### config.mk
export PLATFORM = sky130hd
export DESIGN_NAME = vx_barrier_ctl
export DESIGN_NICKNAME = d
export VERILOG_FILES = /design/src/rtl/vx_barrier_ctl.sv
export SDC_FILE = /design/constraint.sdc
export NUM_CORES = 1
export LEC_CHECK = 0
export BUFFER_PORTS_ARGS = -buffer_cell sky130_fd_sc_hd__buf_2
export CORE_AREA = 2 2 69 71
export CTS_BUF_LIST = sky130_fd_sc_hd__clkbuf_8
export DETAILED_ROUTE_END_ITERATION = 6
export DIE_AREA = 0 0 71 73
export SKIP_LAST_GASP = 1
export SLEW_MARGIN = 20
export SYNTH_ARGS = -nofsm -noshare
export SYNTH_HDL_FRONTEND = slang
export SYNTH_SLANG_ARGS = --single-unit
export TNS_END_PERCENT = 1
### constraint.sdc
create_clock -name clk -period 4.4 [get_ports clk]
set_input_delay 1.32 -clock clk [delete_from_list [all_inputs] [get_ports clk]]
set_output_delay 1.32 -clock clk [all_outputs]
set_load 0.05 [all_outputs]
### src/rtl/vx_barrier_ctl.sv
// ---------------------------------------------------------------------------
// vx_barrier_ctl
//
// Purpose:
//   Warp barrier controller. Each barrier slot counts arriving warps and
//   remembers which warps are blocked on it. When the last participant
//   arrives, the slot releases every waiting warp (plus the last arrival)
//   with a single-cycle pulse one cycle after the arrival.
//
// Parameters:
//   WARP_CNT      number of warps tracked (default `NUM_WARPS)
//   NUM_BARRIERS  number of barrier slots (default `NUM_BARRIERS)
//   BAR_BITS      derived, width of a slot index
//   WID_BITS      derived, width of a warp id / participant count
//
// Ports:
//   clk            single clock, all logic on its rising edge
//   reset          synchronous active-high reset
//   bar_valid      barrier arrival, one per cycle, always accepted
//   bar_wid        arriving warp id
//   bar_id         barrier slot addressed by the arrival
//   bar_size_m1    participating warps minus one
//   flush          clears all barrier state, drops a simultaneous arrival
//   stalled_warps  registered mask of warps blocked at any barrier
//   release_valid  one-cycle pulse when a barrier completes
//   release_mask   warps unblocked by that release, zero otherwise
//   perf_bar_stalls (BARRIER_PERF_EN only) accumulated stalled warp-cycles
//
// Configuration:
//   Define BARRIER_PERF_EN to add the perf_bar_stalls counter port.
//   Without it the port and counter are absent; behaviour is otherwise
//   identical.
// ---------------------------------------------------------------------------

`ifndef NUM_WARPS
`define NUM_WARPS 4
`endif

`ifndef NUM_BARRIERS
`define NUM_BARRIERS 4
`endif

`ifndef LOG2UP
`define LOG2UP(x) (((x) > 1) ? $clog2(x) : 1)
`endif

`ifndef PERF_CTR_BITS
`define PERF_CTR_BITS 32
`endif

module vx_barrier_ctl #(
  parameter int WARP_CNT     = `NUM_WARPS,
  parameter int NUM_BARRIERS = `NUM_BARRIERS,
  localparam int BAR_BITS    = `LOG2UP(NUM_BARRIERS),
  localparam int WID_BITS    = `LOG2UP(WARP_CNT)
) (
  input  logic                clk,
  input  logic                reset,
  input  logic                bar_valid,
  input  logic [WID_BITS-1:0] bar_wid,
  input  logic [BAR_BITS-1:0] bar_id,
  input  logic [WID_BITS-1:0] bar_size_m1,
  input  logic                flush,
  output logic [WARP_CNT-1:0] stalled_warps,
  output logic                release_valid,
  output logic [WARP_CNT-1:0] release_mask
`ifdef BARRIER_PERF_EN
  ,
  output logic [`PERF_CTR_BITS-1:0] perf_bar_stalls
`endif
);

  // Per-slot barrier state. A slot is idle when both count and wait_mask
  // are zero; otherwise it is collecting participants.
  logic [WID_BITS-1:0] count     [NUM_BARRIERS];
  logic [WARP_CNT-1:0] wait_mask [NUM_BARRIERS];

  // Decode of the current arrival against its addressed slot.
  logic [WARP_CNT-1:0] wid_bit;
  logic [WID_BITS-1:0] slot_count;
  logic [WARP_CNT-1:0] slot_wait;
  logic                dup_arrival;
  logic                other_stall;
  logic                slot_complete;
  logic                accept;

  always_comb begin
    wid_bit       = '0;
    wid_bit       = WARP_CNT'(1) << bar_wid;
    slot_count    = count[bar_id];
    slot_wait     = wait_mask[bar_id];
    // A warp that is already waiting on this slot must not count twice.
    dup_arrival   = |(slot_wait & wid_bit);
    // Warp blocked elsewhere: legal to process, but flagged as a usage error.
    other_stall   = (|(stalled_warps & wid_bit)) && !dup_arrival;
    // The size is re-sampled on every arrival; using >= keeps the count from
    // ever running past a size that shrank between arrivals.
    slot_complete = (slot_count >= bar_size_m1);
    accept        = bar_valid && !dup_arrival;
  end

  // Arrival / release stage: all outputs registered, one cycle after arrival.
  always_ff @(posedge clk) begin
    if (reset || flush) begin
      // Reset and flush both discard waiting warps without a release; the
      // arrival presented in the same cycle is dropped.
      for (int s = 0; s < NUM_BARRIERS; s++) begin
        count[s]     <= '0;
        wait_mask[s] <= '0;
      end
      stalled_warps <= '0;
      release_valid <= 1'b0;
      release_mask  <= '0;
    end else begin
      release_valid <= 1'b0;
      release_mask  <= '0;
      if (accept) begin
        if (slot_complete) begin
          release_valid     <= 1'b1;
          release_mask      <= slot_wait | wid_bit;
          count[bar_id]     <= '0;
          wait_mask[bar_id] <= '0;
          stalled_warps     <= stalled_warps & ~(slot_wait | wid_bit);
        end else begin
          count[bar_id]     <= slot_count + WID_BITS'(1);
          wait_mask[bar_id] <= slot_wait | wid_bit;
          stalled_warps     <= stalled_warps | wid_bit;
        end
      end
    end
  end

  // Usage checks on arrivals that the datapath will actually see.
  always_ff @(posedge clk) begin
    if (!reset && !flush && bar_valid) begin
      assert (!dup_arrival)
        else $warning("vx_barrier_ctl: warp %0d already waiting on slot %0d, arrival ignored",
                      bar_wid, bar_id);
      assert (!other_stall)
        else $warning("vx_barrier_ctl: warp %0d already blocked on another slot", bar_wid);
    end
  end

`ifdef BARRIER_PERF_EN
  function automatic logic [`PERF_CTR_BITS-1:0] popcount(input logic [WARP_CNT-1:0] v);
    logic [`PERF_CTR_BITS-1:0] n;
    n = '0;
    for (int i = 0; i < WARP_CNT; i++) begin
      n = n + {{(`PERF_CTR_BITS-1){1'b0}}, v[i]};
    end
    return n;
  endfunction

  // Stall accounting: survives flush, only reset clears it; wraps naturally.
  always_ff @(posedge clk) begin
    if (reset) begin
      perf_bar_stalls <= '0;
    end else begin
      perf_bar_stalls <= perf_bar_stalls + popcount(stalled_warps);
    end
  end
`endif

endmodule

==> run metrics <==
Hold Path Class register to register; Vias 1,238; crit path capture type register; routability congestion estimate 0.772; Final Cell Area 1950 um2; fin util 43.1%; R2R depth 8; post-route total power 729 uW; clock sink count 33; worst path required time 4510 ps; Nets 174; PD cells 373 nW/um2; YS warnings 0; io pins 19; Multi-input gate area 732 um2; Post-synth top flop edfxtp_1; DIE AREA 5180 um2; Leakage 0.000744 uW; Slew @ Worst Pin 899 ps; CP startpoint bar_id[0]; crit path capture wait_mask[0][0]; Worst Setup Start Kind input pin; Layout area overhead 14.0%; GRT Util Overall 15.5%; Synth async-reset ratio 0%; final hold viol count 0; Initial Util 37.8%; Seq cells post-synth 33; worst reg2reg path endpoint wait_mask[0][0]; layout cells sized above 1 29.0%; DIE WIDTH 71 um; first-pass GRT wire length 6.07 mm; crit path max-delay cell type mux4_2; sequential cell area 901 um2; CP Max Fanout 12; Mapped Area 1710 um2; status completed; 1st-iter DRT viols 95; antenna fix cells 0; maxcap violations 0; post-synthesis sequential area ratio 52.6%; syn nets 152; Reg2Reg Setup Slack 1900 ps; RSZ-0062 raised after global routing false; critical path class input pin to register; Clock Pin Slew Worst Setup and Hold Paths 70 ps; Port Buf Inserts 18; vias in the first global route 1,197; max incr delay on CP 570 ps; clk_skew 5.13 ps; WP buf/inv 3; Hold Buf Count CTS 0; Post-route DRC 0; clock buffer depth 2; antenna-violating nets left 0; drt total wl 3.70 mm; TritonCTS buffer count 5; placed instance area 1850 um2; Final Max Tran Viols 0; Post-Syn Area per Cell 12.2 um2; post-detail-place hpwl 2.76 mm; fin crit share 80.1%; Die H 73 um; slew margin rel. 39.6%; Filler cells 432; CP delay by family, top multiplexers; Max H-tree Level 2; Cell Chain, Critical Path buf_2 -> mux4_2 -> inv_1 -> ha_1 -> nand2b_1 -> a2111oi_2 -> buf_4 -> o21ai_0 -> nor3_1; post-route setup TNS 0 ps; CTS tree built; grt ovf 0; Max rail drop VDD 212 uV; Post-synth EDFFs 24; Final Setup Violations 0; synthesized instance count 140; Via density 5.73; Root Driver clkbuf_8; Reg-to-Reg Start count[3][0]; area of the core 4540 um2; minimum clock period 3520 ps; initial antenna violation count 0; FP Rows 25; FMAX 0.284 GHz; Clock Latency Late Sink 280 ps; Detailed Routing Iterations Pass 1 4; critical path depth 9; DR WL/cell 17.1 um; Synth cell types 35; largest net degree at the start of global routing 26; CP Data Arrival Time 3640 ps; total setup buffers inserted after CTS 0; post_cts resized 0
==> cells in the mapped netlist, drive strengths merged (2+ instances only) <==
cell     count  area, um2
a2111oi      2       23.8
dfxtp        9        180
o21ai        9       56.3
a22oi        2       33.8
buf          6       51.3
ha           2       25.0
nor2b        2       12.5
nor2        11       41.3
clkbuf       2       7.51
a21oi        7       35.0
mux4         9        203
edfxtp      24        721
inv          6       22.5
nand2b       3       18.8
nor4         4       25.0
nor3        26        140
nand2        4       15.0
==> final cells by class <==
class | instances | area share, %
Sequential cell | 33 | 46.1
Multi-Input combinational cell | 93 | 37.5
Timing Repair Buffer | 23 | 6.53
Clock buffer | 5 | 3.52
Tap cell | 54 | 3.46
Clock inverter | 2 | 1.79
Inverter | 6 | 1.15
==> state kept, by name, summed over array words and instances (netlist names) <==
signal / count
wait_mask: 16
count: 8
release_mask: 4
stalled_warps: 4
release_valid: 1
==> worst min-delay path: cells and delay by family (launching register included) <==
kind	cells	cell delay, ps
compound gates	2	190
flops	1	310
==> stage by stage <==
step	hold slack, ps	cells	worst slack (ps)
floorplan	725	140	782
global placement	526	209	578
global route	555	216	724
detailed placement	537	209	580
CTS	543	216	866
finish	538	216	875
==> kinds of logic (layout without fill, tap and decap cells) <==
| family | count (synthesis) | count (layout) | share of synthesized area [%] |
|---|---|---|---|
| XOR/XNOR | 1 | 1 | 0.511 |
| adder cells (fa/ha/maj) | 2 | 2 | 1.46 |
| AND/OR/NAND/NOR | 55 | 55 | 16.7 |
| AO/OA/AOI/OAI | 24 | 24 | 10.9 |
| buffers and inverters | 14 | 36 | 4.74 |
| multiplexers | 11 | 11 | 13.1 |
| flip-flops | 33 | 33 | 52.6 |
==> worst min-delay path by stage <==
stage | start | to | cells after the start
after floorplan | wait_mask[0][2] | release_mask[2] | 3
after global placement | stalled_warps[1] | stalled_warps[1] | 2
after detailed placement | stalled_warps[2] | stalled_warps[2] | 2
after CTS | stalled_warps[2] | stalled_warps[2] | 2
after global routing | stalled_warps[2] | stalled_warps[2] | 2
final | stalled_warps[2] | stalled_warps[2] | 2
==> power breakdown <==
part	total (uW)	switching [uW]	internal (uW)
Sequential	355	6.47	348
Combinational	103	66.4	36.5
Clock	272	107	165
==> layout by cell type (no fill, tap or decap), drive strengths merged, types with 2 or more instances in the layout <==
cell type   n
nor4        4
nor2       11
mux4        9
o21ai       9
ha          2
a22oi       2
nor3       26
inv         6
a2111oi     2
a21oi       7
clkbuf      5
edfxtp     24
buf        23
nor2b       2
nand2       4
dfxtp       9
nand2b      3
==> metal layers <==
metal / vias up / wire length, um / global-route usage (%)
li1: 587 / - / -
met1: 602 / 1630 / 20.8
met2: 45 / 1760 / 24.5
met3: 4 / 261 / 3.59
met4: 0 / 44 / 5.87
met5: - / 0 / 0
No activity file was read; power rests on OpenSTA's default activity.
